$ cat config.mk
export PLATFORM = sky130hd
export DESIGN_NAME = pipe_stage_ctrl
export DESIGN_NICKNAME = d
export VERILOG_FILES = /design/src/rtl/pipe_ctrl_pkg.sv /design/src/rtl/pipe_hazard_detect.sv /design/src/rtl/pipe_stage_ctrl.sv
export SDC_FILE = /design/constraint.sdc
export NUM_CORES = 1
export LEC_CHECK = 0
export CORE_ASPECT_RATIO = 0.9
export CORE_MARGIN = 5
export CORE_UTILIZATION = 50
export CTS_CLUSTER_DIAMETER = 30
export CTS_CLUSTER_SIZE = 16
export DETAILED_ROUTE_END_ITERATION = 12
export PLACE_DENSITY = 0.86
export SYNTH_ARGS = -nofsm -noshare
export SYNTH_HDL_FRONTEND = slang
export SYNTH_SLANG_ARGS = --single-unit
export TNS_END_PERCENT = 5
$ cat constraint.sdc
create_clock -name clk -period 3.4 [get_ports clk]
set_input_delay 0.51 -clock clk [delete_from_list [all_inputs] [get_ports clk]]
set_output_delay 0.51 -clock clk [all_outputs]
set_load 0.02 [all_outputs]
$ cat src/rtl/pipe_ctrl_pkg.sv
// Shared types and defaults for the pipeline sequencing controller.
// Holds the controller state encoding and the bubble control word used by the stage registers.
package pipe_ctrl_pkg;

    localparam int REG_ADDR_W_DEF = 4;
    localparam int CNT_W_DEF      = 16;

    typedef enum logic [1:0] {
        RUN      = 2'd0,
        MEM_WAIT = 2'd1,
        ERR      = 2'd2
    } state_e;

    typedef struct packed {
        logic                      reg_we;
        logic                      mem_rd;
        logic                      mem_wr;
        logic                      branch;
        logic [REG_ADDR_W_DEF-1:0] rd;
    } ctrl_t;

    // A flushed stage register loads this, so nothing downstream acts on it.
    localparam ctrl_t BUBBLE_CTRL = '0;

endpackage

$ cat src/rtl/pipe_hazard_detect.sv
// Load-use hazard detect between the ID and EX instructions; purely combinational.
// Latency 0; no backpressure of its own, the result feeds the stall decision.
module pipe_hazard_detect
    import pipe_ctrl_pkg::*;
#(
    parameter int REG_ADDR_W = REG_ADDR_W_DEF
) (
    input  logic [REG_ADDR_W-1:0] id_rs1,
    input  logic [REG_ADDR_W-1:0] id_rs2,
    input  logic                  id_uses_rs1,
    input  logic                  id_uses_rs2,
    input  logic [REG_ADDR_W-1:0] ex_rd,
    input  logic                  ex_is_load,
    output logic                  lu
);

    always_comb begin
        lu = ex_is_load & ((id_uses_rs1 & (id_rs1 == ex_rd)) |
                           (id_uses_rs2 & (id_rs2 == ex_rd)));
    end

endmodule

$ cat src/rtl/pipe_stage_ctrl.sv
// Pipeline sequencer: stage enables, flushes, PC write, dmem req/ack wait, timeout error, stall count.
// Latency 0 (decisions combinational from state and inputs); dmem wait freezes every stage until ack.
module pipe_stage_ctrl
    import pipe_ctrl_pkg::*;
#(
    parameter int REG_ADDR_W  = REG_ADDR_W_DEF,
    parameter int MEM_TIMEOUT = 15,
    parameter int CNT_W       = CNT_W_DEF
) (
    input  logic                  clk,
    input  logic                  rst_n,
    input  logic [REG_ADDR_W-1:0] id_rs1,
    input  logic [REG_ADDR_W-1:0] id_rs2,
    input  logic                  id_uses_rs1,
    input  logic                  id_uses_rs2,
    input  logic [REG_ADDR_W-1:0] ex_rd,
    input  logic                  ex_is_load,
    input  logic                  ex_branch_taken,
    input  logic                  mem_is_access,
    input  logic                  dmem_ack,
    output logic                  dmem_req,
    output logic                  en_if_id,
    output logic                  en_id_ex,
    output logic                  en_ex_mem,
    output logic                  en_mem_wb,
    output logic                  flush_if_id,
    output logic                  flush_id_ex,
    output logic                  pc_we,
    output logic                  mem_err,
    output logic [CNT_W-1:0]      stall_cnt
);

    localparam int WC_W = $clog2(MEM_TIMEOUT + 1);
    localparam logic [WC_W-1:0] WAIT_LAST = WC_W'(MEM_TIMEOUT);

    state_e            state_q, state_d;
    logic [WC_W-1:0]   wait_cnt_q, wait_cnt_d;
    logic              mem_err_q, mem_err_d;
    logic [CNT_W-1:0]  stall_cnt_q, stall_cnt_d;

    logic              lu;
    logic              req_c, pc_we_c, fl_if_id_c, fl_id_ex_c;
    logic [3:0]        en_c;

    pipe_hazard_detect #(.REG_ADDR_W(REG_ADDR_W)) u_hazard (
        .id_rs1      (id_rs1),
        .id_rs2      (id_rs2),
        .id_uses_rs1 (id_uses_rs1),
        .id_uses_rs2 (id_uses_rs2),
        .ex_rd       (ex_rd),
        .ex_is_load  (ex_is_load),
        .lu          (lu)
    );

    always_comb begin
        state_d     = state_q;
        wait_cnt_d  = wait_cnt_q;
        mem_err_d   = mem_err_q;
        stall_cnt_d = stall_cnt_q;
        req_c       = 1'b0;
        en_c        = 4'b0000;
        pc_we_c     = 1'b0;
        fl_if_id_c  = 1'b0;
        fl_id_ex_c  = 1'b0;

        case (state_q)
            RUN: begin
                req_c = mem_is_access;
                if (mem_is_access && !dmem_ack) begin
                    state_d    = MEM_WAIT;
                    wait_cnt_d = WC_W'(1);
                end else if (ex_branch_taken) begin
                    en_c       = 4'b1111;
                    pc_we_c    = 1'b1;
                    fl_if_id_c = 1'b1;
                    fl_id_ex_c = 1'b1;
                end else if (lu) begin
                    // ID holds and re-issues next cycle; a bubble goes into ID/EX.
                    en_c       = 4'b0111;
                    fl_id_ex_c = 1'b1;
                end else begin
                    en_c    = 4'b1111;
                    pc_we_c = 1'b1;
                end
            end
            MEM_WAIT: begin
                req_c = 1'b1;
                if (dmem_ack) begin
                    en_c       = 4'b1111;
                    pc_we_c    = 1'b1;
                    state_d    = RUN;
                    wait_cnt_d = '0;
                end else if (wait_cnt_q == WAIT_LAST) begin
                    state_d   = ERR;
                    mem_err_d = 1'b1;
                end else begin
                    wait_cnt_d = wait_cnt_q + 1'b1;
                end
            end
            ERR: begin
                mem_err_d = 1'b1;
            end
            default: begin
                state_d = RUN;
            end
        endcase

        if (!pc_we_c && state_q != ERR && stall_cnt_q != {CNT_W{1'b1}}) begin
            stall_cnt_d = stall_cnt_q + 1'b1;
        end
    end

    always_ff @(posedge clk or negedge rst_n) begin
        if (!rst_n) begin
            state_q     <= RUN;
            wait_cnt_q  <= '0;
            mem_err_q   <= 1'b0;
            stall_cnt_q <= '0;
        end else begin
            state_q     <= state_d;
            wait_cnt_q  <= wait_cnt_d;
            mem_err_q   <= mem_err_d;
            stall_cnt_q <= stall_cnt_d;
        end
    end

    // Gating with rst_n drops the request at once when reset lands mid-access.
    assign dmem_req    = rst_n & req_c;
    assign en_if_id    = rst_n & en_c[3];
    assign en_id_ex    = rst_n & en_c[2];
    assign en_ex_mem   = rst_n & en_c[1];
    assign en_mem_wb   = rst_n & en_c[0];
    assign flush_if_id = rst_n & fl_if_id_c;
    assign flush_id_ex = rst_n & fl_id_ex_c;
    assign pc_we       = rst_n & pc_we_c;
    assign mem_err     = mem_err_q;
    assign stall_cnt   = stall_cnt_q;

endmodule

==> qor.yml, run 1 <==
status:
  status: "finished clean"
clock_network:
  postCtsResizedCells: 0
  path_clk_slew_ns: 0.13
  cts-root-buf: "clkbuf_4"
  h-tree-depth: 1
  clockBufferDepth: 2
  cts.hold.buffers_added: 0
  cts.sinks: 23
  clock_latency_ns: 0.32
  cts_setup_buffers: 0
  cts_tree: "built"
  cts_buffers: 3
layout:
  finalInstanceArea_um2: 1962
  nets: 210
  area_delta_synth_final_pct: 33.56
  diodes: 0
  drive_gt1_share_pct: 12.30
sta:
  worst_pin_slew_ns: 1.061
  slew_violations: 0
  fin_ws_ns: 0.1550
  rsz0062_at_grt: "no"
  hold_violations: 0
  max_freq_mhz: 308.2
  setup_viol_count_final: 0
  finalCritPeriodShare_pct: 95.44
  finClkSkew_ns: 0.001915
  layout_min_cycle_time_ns: 3.245
  max_slew_margin_pct: 29.01
  final.setup.tns_ns: 0
pwr:
  power_switching_share_pct: 36.69
  p_clk_share_pct: 17.4
  vdd_ir_drop_max_v: 0.0003973
  cellPowerDensity_nw_per_um2: 391.4
  pwr-share-seq_pct: 47.2
  static-leakage-power_nw: 0.8167
  combinationalPowerShare_pct: 35.4
  p_switching_mw: 0.2818
  internal_power_mw: 0.4861
yosys:
  async_flop_share_pct: 100.0
  synthCells: 142
  syn_area_um2: 1469
  synth-xor-area-share_pct: 13.71
  synth.avg_cell_area_um2: 10.34
  synth-compound-area-share_pct: 22.15
  synth_top_flop_cell: "dfrtp_1"
  synth_mux_area_share_pct: 0.7666
  synth_edf_count: 0
  synth.distinct_cells: 38
  ys_ff_latch: 23
  yosys.area.top_type: "dfrtp_1"
  synth_top_area_share_pct: 39.18
  yosys.area_share.simple_pct: 17.72
  synth.most_common_cell: "dfrtp_1"
  synth_warnings: 0
  synth_top_family_by_area: "compound AO/OA/AOI/OAI gates"
  synth.yosys.seq_area_share_pct: 39.18
  synth_fa_ha_area_share_pct: 1.704
  synth_commonest_cells: "23 x dfrtp_1, 19 x xor2_1, 11 x nand2_1, 10 x nor2_1, 9 x nand3_1"
  synthesis.nets: 164
  yosys-top-cells-area: "dfrtp_1 39%, xor2_1 11%, a2111oi_2 6.1%, a211oi_1 3.6%, nand3_1 3.1%"
routing:
  via_per_inst: 5.520
  routed_wl_um: 3442
  vias: 1253
  ant_nets: 0
  drt-pass1-iter-count: 5
  wl_per_cell_um: 15.16
  first_iter_violations: 42
  drc_errors: 0
worst_setup_path:
  crit_path_start_kind: "primary input"
  arrival_ns: 2.74
  cp_max_fo: 2
  r2r_slack_ns: 1.01
  setup.worst_path.start: "ex_rd[0]"
  path_class: "primary input to output port"
  required_ns: 2.89
  r2r-end: "stall_cnt[1]"
  end_kind: "output port"
  r2r_start: "stall_cnt[6]"
  ff2ff_path_depth: 5
  endpoint: "flush_id_ex"
die:
  fp.dieW_um: 67.14
  start_util_pct: 52.60
  pin_count: 45
  coreArea_um2: 2793
  rows: 18
  die_h_um: 61.42
  dieArea_um2: 4123
global_routing:
  antenna_found_initial: 0
  grt_pass1_vias: 1255
  grt_overflow: 0
  grt.total_usage_pct: 17.76
  grt_max_degree: 17
  grt_pass1_wl_um: 5547
placed_design:
  dp_hpwl_um: 2670
  dp_slack_ns: 0.1057
  gp_congestion: 0.7701
  placed_cell_area_um2: 1934
  io_buffers: 44
min_path:
  hp-class: "flip-flop to flip-flop"
run:
  drv_cap: 0
## flip-flops by register name, summed over array words and instances (netlist names)
name,cells
stall_cnt,16
mem_err,1
state_q,2
wait_cnt_q,4
## metrics by stage
| stage | total power [mW] | util (%) | hold slack (ns) | instances |
|---|---|---|---|---|
| final | 0.7679 | 70.25 | 0.4823 | 227 |
| after global routing | 0.8102 | 70.25 | 0.5028 | 227 |
| after CTS | 0.7716 | 70.25 | 0.4850 | 227 |
| after detailed placement | 0.6409 | 69.27 | 0.4545 | 223 |
| after global placement | 0.6314 | 69.27 | 0.4533 | 223 |
| after floorplan | 0.5095 | - | 0.2144 | 142 |
## placed cells by master (no fill, tap or decap), types with 2 or more instances in the layout
cell,instances
a2111oi_2,6
xnor2_1,4
nand2b_1,2
dfrtp_1,23
clkdlybuf4s50_1,44
buf_4,4
ha_1,2
nand4_1,2
xor2_1,19
nand3_1,9
o21ai_0,5
and3_1,3
a2111oi_0,2
nand2_1,11
nor2_1,10
nor3_1,3
inv_1,3
a211oi_1,7
a21oi_1,6
clkbuf_4,3
## logic make-up (layout without fill, tap and decap cells)
| kind of cell | after synthesis | count (layout) |
|---|---|---|
| simple gates | 49 | 49 |
| fa+ha+maj | 2 | 2 |
| flops | 23 | 23 |
| compound gates | 33 | 33 |
| buf+inv | 11 | 56 |
| xor+xnor | 23 | 23 |
| mux | 1 | 1 |
## area by class of cell
class / instances / area (um^2)
fill: 238 / 830.8
multi-input combinational: 108 / 823.3
sequential: 23 / 575.6
timing repair buffer: 48 / 470.5
tap: 40 / 50.05
clock buffer: 3 / 22.52
inverter: 4 / 15.01
clock inverter: 1 / 5.005
## per-layer routing
layer,vias to the layer above,track usage (%),wire length [um]
met2,51,30.81,1613
met5,-,0,0
met3,6,4.562,275
li1,616,-,-
met1,580,21.89,1514
met4,0,5.491,39
## critical path, stage by stage
cell and delay, ns:
clkdlybuf4s50_1 0.51, xnor2_1 0.14, nand3_1 0.14, nor4_4 0.20, a41oi_4 0.07, a2111oi_0 0.46, clkdlybuf4s50_1 0.70
## worst min-delay path by stage
| stage | start | to | slack [ns] | cells after the start |
|---|---|---|---|---|
| 2_1_floorplan | rst_n | mem_err | 0.21 | 0 |
| 3_3_place_gp | mem_err | mem_err | 0.45 | 1 |
| 3_5_place_dp | mem_err | mem_err | 0.45 | 1 |
| 4_1_cts | mem_err | mem_err | 0.49 | 1 |
| 5_1_grt | mem_err | mem_err | 0.50 | 1 |
| 6_report | mem_err | mem_err | 0.48 | 1 |
## power by group through the flow
stage          logic, mW  registers (mW)  clock network (mW)
2_1_floorplan      0.116           0.393                   0
3_3_place_gp       0.267           0.364                   0
3_5_place_dp       0.275           0.366                   0
4_1_cts            0.276           0.362               0.133
5_1_grt            0.295           0.372               0.143
6_report           0.272           0.363               0.134
Note: power is estimated with default switching activity, not from simulation.
==> inputs of run 2 (changes only) <==
SLEW_MARGIN = 20   (was not set)
==> results of run 2 <==
Final layout, timing and power as in run 1 (identical DEF).
==> RTL change: new RTL, config.mk and constraints of run 1 <==
`CNT_W_DEF`: 16 -> 24.
--- a/src/rtl/pipe_ctrl_pkg.sv
+++ b/src/rtl/pipe_ctrl_pkg.sv
@@ -3,7 +3,7 @@
 package pipe_ctrl_pkg;
 
     localparam int REG_ADDR_W_DEF = 4;
-    localparam int CNT_W_DEF      = 16;
+    localparam int CNT_W_DEF      = 24;
 
     typedef enum logic [1:0] {
         RUN      = 2'd0,
Ports: changed (resized stall_cnt); port bits go from 45 to 53. The function was not compared with the original's and may differ.
==> RTL change against run 1 <==
Wire length is 21% higher; critical path depth is 1 lower; final cell count is 22% higher; count of clock-buffer cells in the layout is 3 higher; synthesized area is 19% higher; cell area is 20% higher; global-route usage is 1.2 points higher; register-to-register slack better by 0.15 ns; clock power is 120% higher; sequential cell count is 8 higher; power is 40% higher; setup slack better by 0.19 ns; via count is 19% higher; largest cell class unchanged.
==> RTL change: results (changes against run 1) <==
{| class="wikitable"
! Metric !! Value
|-
| Result of the run || complete, no violations
|-
| Post-Place Cells || 269 (+21%)
|-
| Syn_nets || 200 (+22%)
|-
| Sum of net half-perimeters after detailed placement || 3120 um (+17%)
|-
| Synth Area in Adders || 1.44% (-0.27 points)
|-
| CTS HTree Levels || 2 (+1)
|-
| IO buf count || 52 (+18%)
|-
| Arrival time reported for the critical path endpoint || 2.54 ns (-0.20 ns)
|-
| Instance area at placement || 2270 um2 (+18%)
|-
| Slew Limit Headroom || 61.4% (+32 points)
|-
| Proportion of synthesized area in mux cells || 0.862% (+0.095 points)
|-
| Sequential area share after synthesis || 44.5% (+5.4 points)
|-
| Overall routing resource usage || 18.9% (+1.2 points)
|-
| Clock buffer and inverter area fraction after layout || 3.71% (+2.3 points)
|-
| Cells on worst reg2reg path || 6 (+1)
|-
| Via total after detailed routing || 1486 (+19%)
|-
| Number of buffers outside the clock class in the layout || 53 (+10%)
|-
| Power in the clock group || 0.295 mW (+120%)
|-
| Number of logic inverters in the finished layout || 3 (-1)
|-
| First-pass GRT wire length || 6820 um (+23%)
|-
| Max Freq || 0.328 GHz (+6.4%)
|-
| Met1 Usage GRT || 25.3% (+3.4 points)
|-
| Synth Area in XOR/XNOR || 14.6% (+0.87 points)
|-
| Leak pwr || 1.02 nW (+25%)
|-
| Clock-pin slew on the worst setup and hold paths || 0.06 ns (-0.07 ns)
|-
| Total power draw || 1.07 mW (+40%)
|-
| Final worst clock skew || 0.00314 ns (+0.00122 ns)
|-
| P_seq || 0.473 mW (+30%)
|}
-- RTL change: changes by cell type after synthesis, moves of 3 or more --
cell,run 1,this run
sky130_fd_sc_hd__nand4_1,2,7
sky130_fd_sc_hd__nor3_1,3,11
sky130_fd_sc_hd__nand2_1,11,19
sky130_fd_sc_hd__nand3_1,9,6
sky130_fd_sc_hd__dfrtp_1,23,31
sky130_fd_sc_hd__nor2_1,10,14
sky130_fd_sc_hd__a2111oi_2,6,0
sky130_fd_sc_hd__a211oi_1,7,0
sky130_fd_sc_hd__xor2_1,19,23
sky130_fd_sc_hd__nor4_1,1,5
-- RTL change: worst max path at each step --
stage / startpoint / end / depth (start not counted)
after floorplan: stall_cnt[11]$_DFFE_PN0P_ / stall_cnt[1]$_DFFE_PN0P_ / 6
after global placement: dmem_ack / en_if_id / 6
after detailed placement: dmem_ack / en_if_id / 6
after CTS: dmem_ack / en_if_id / 6
after global routing: dmem_ack / en_if_id / 6
final: dmem_ack / en_if_id / 6
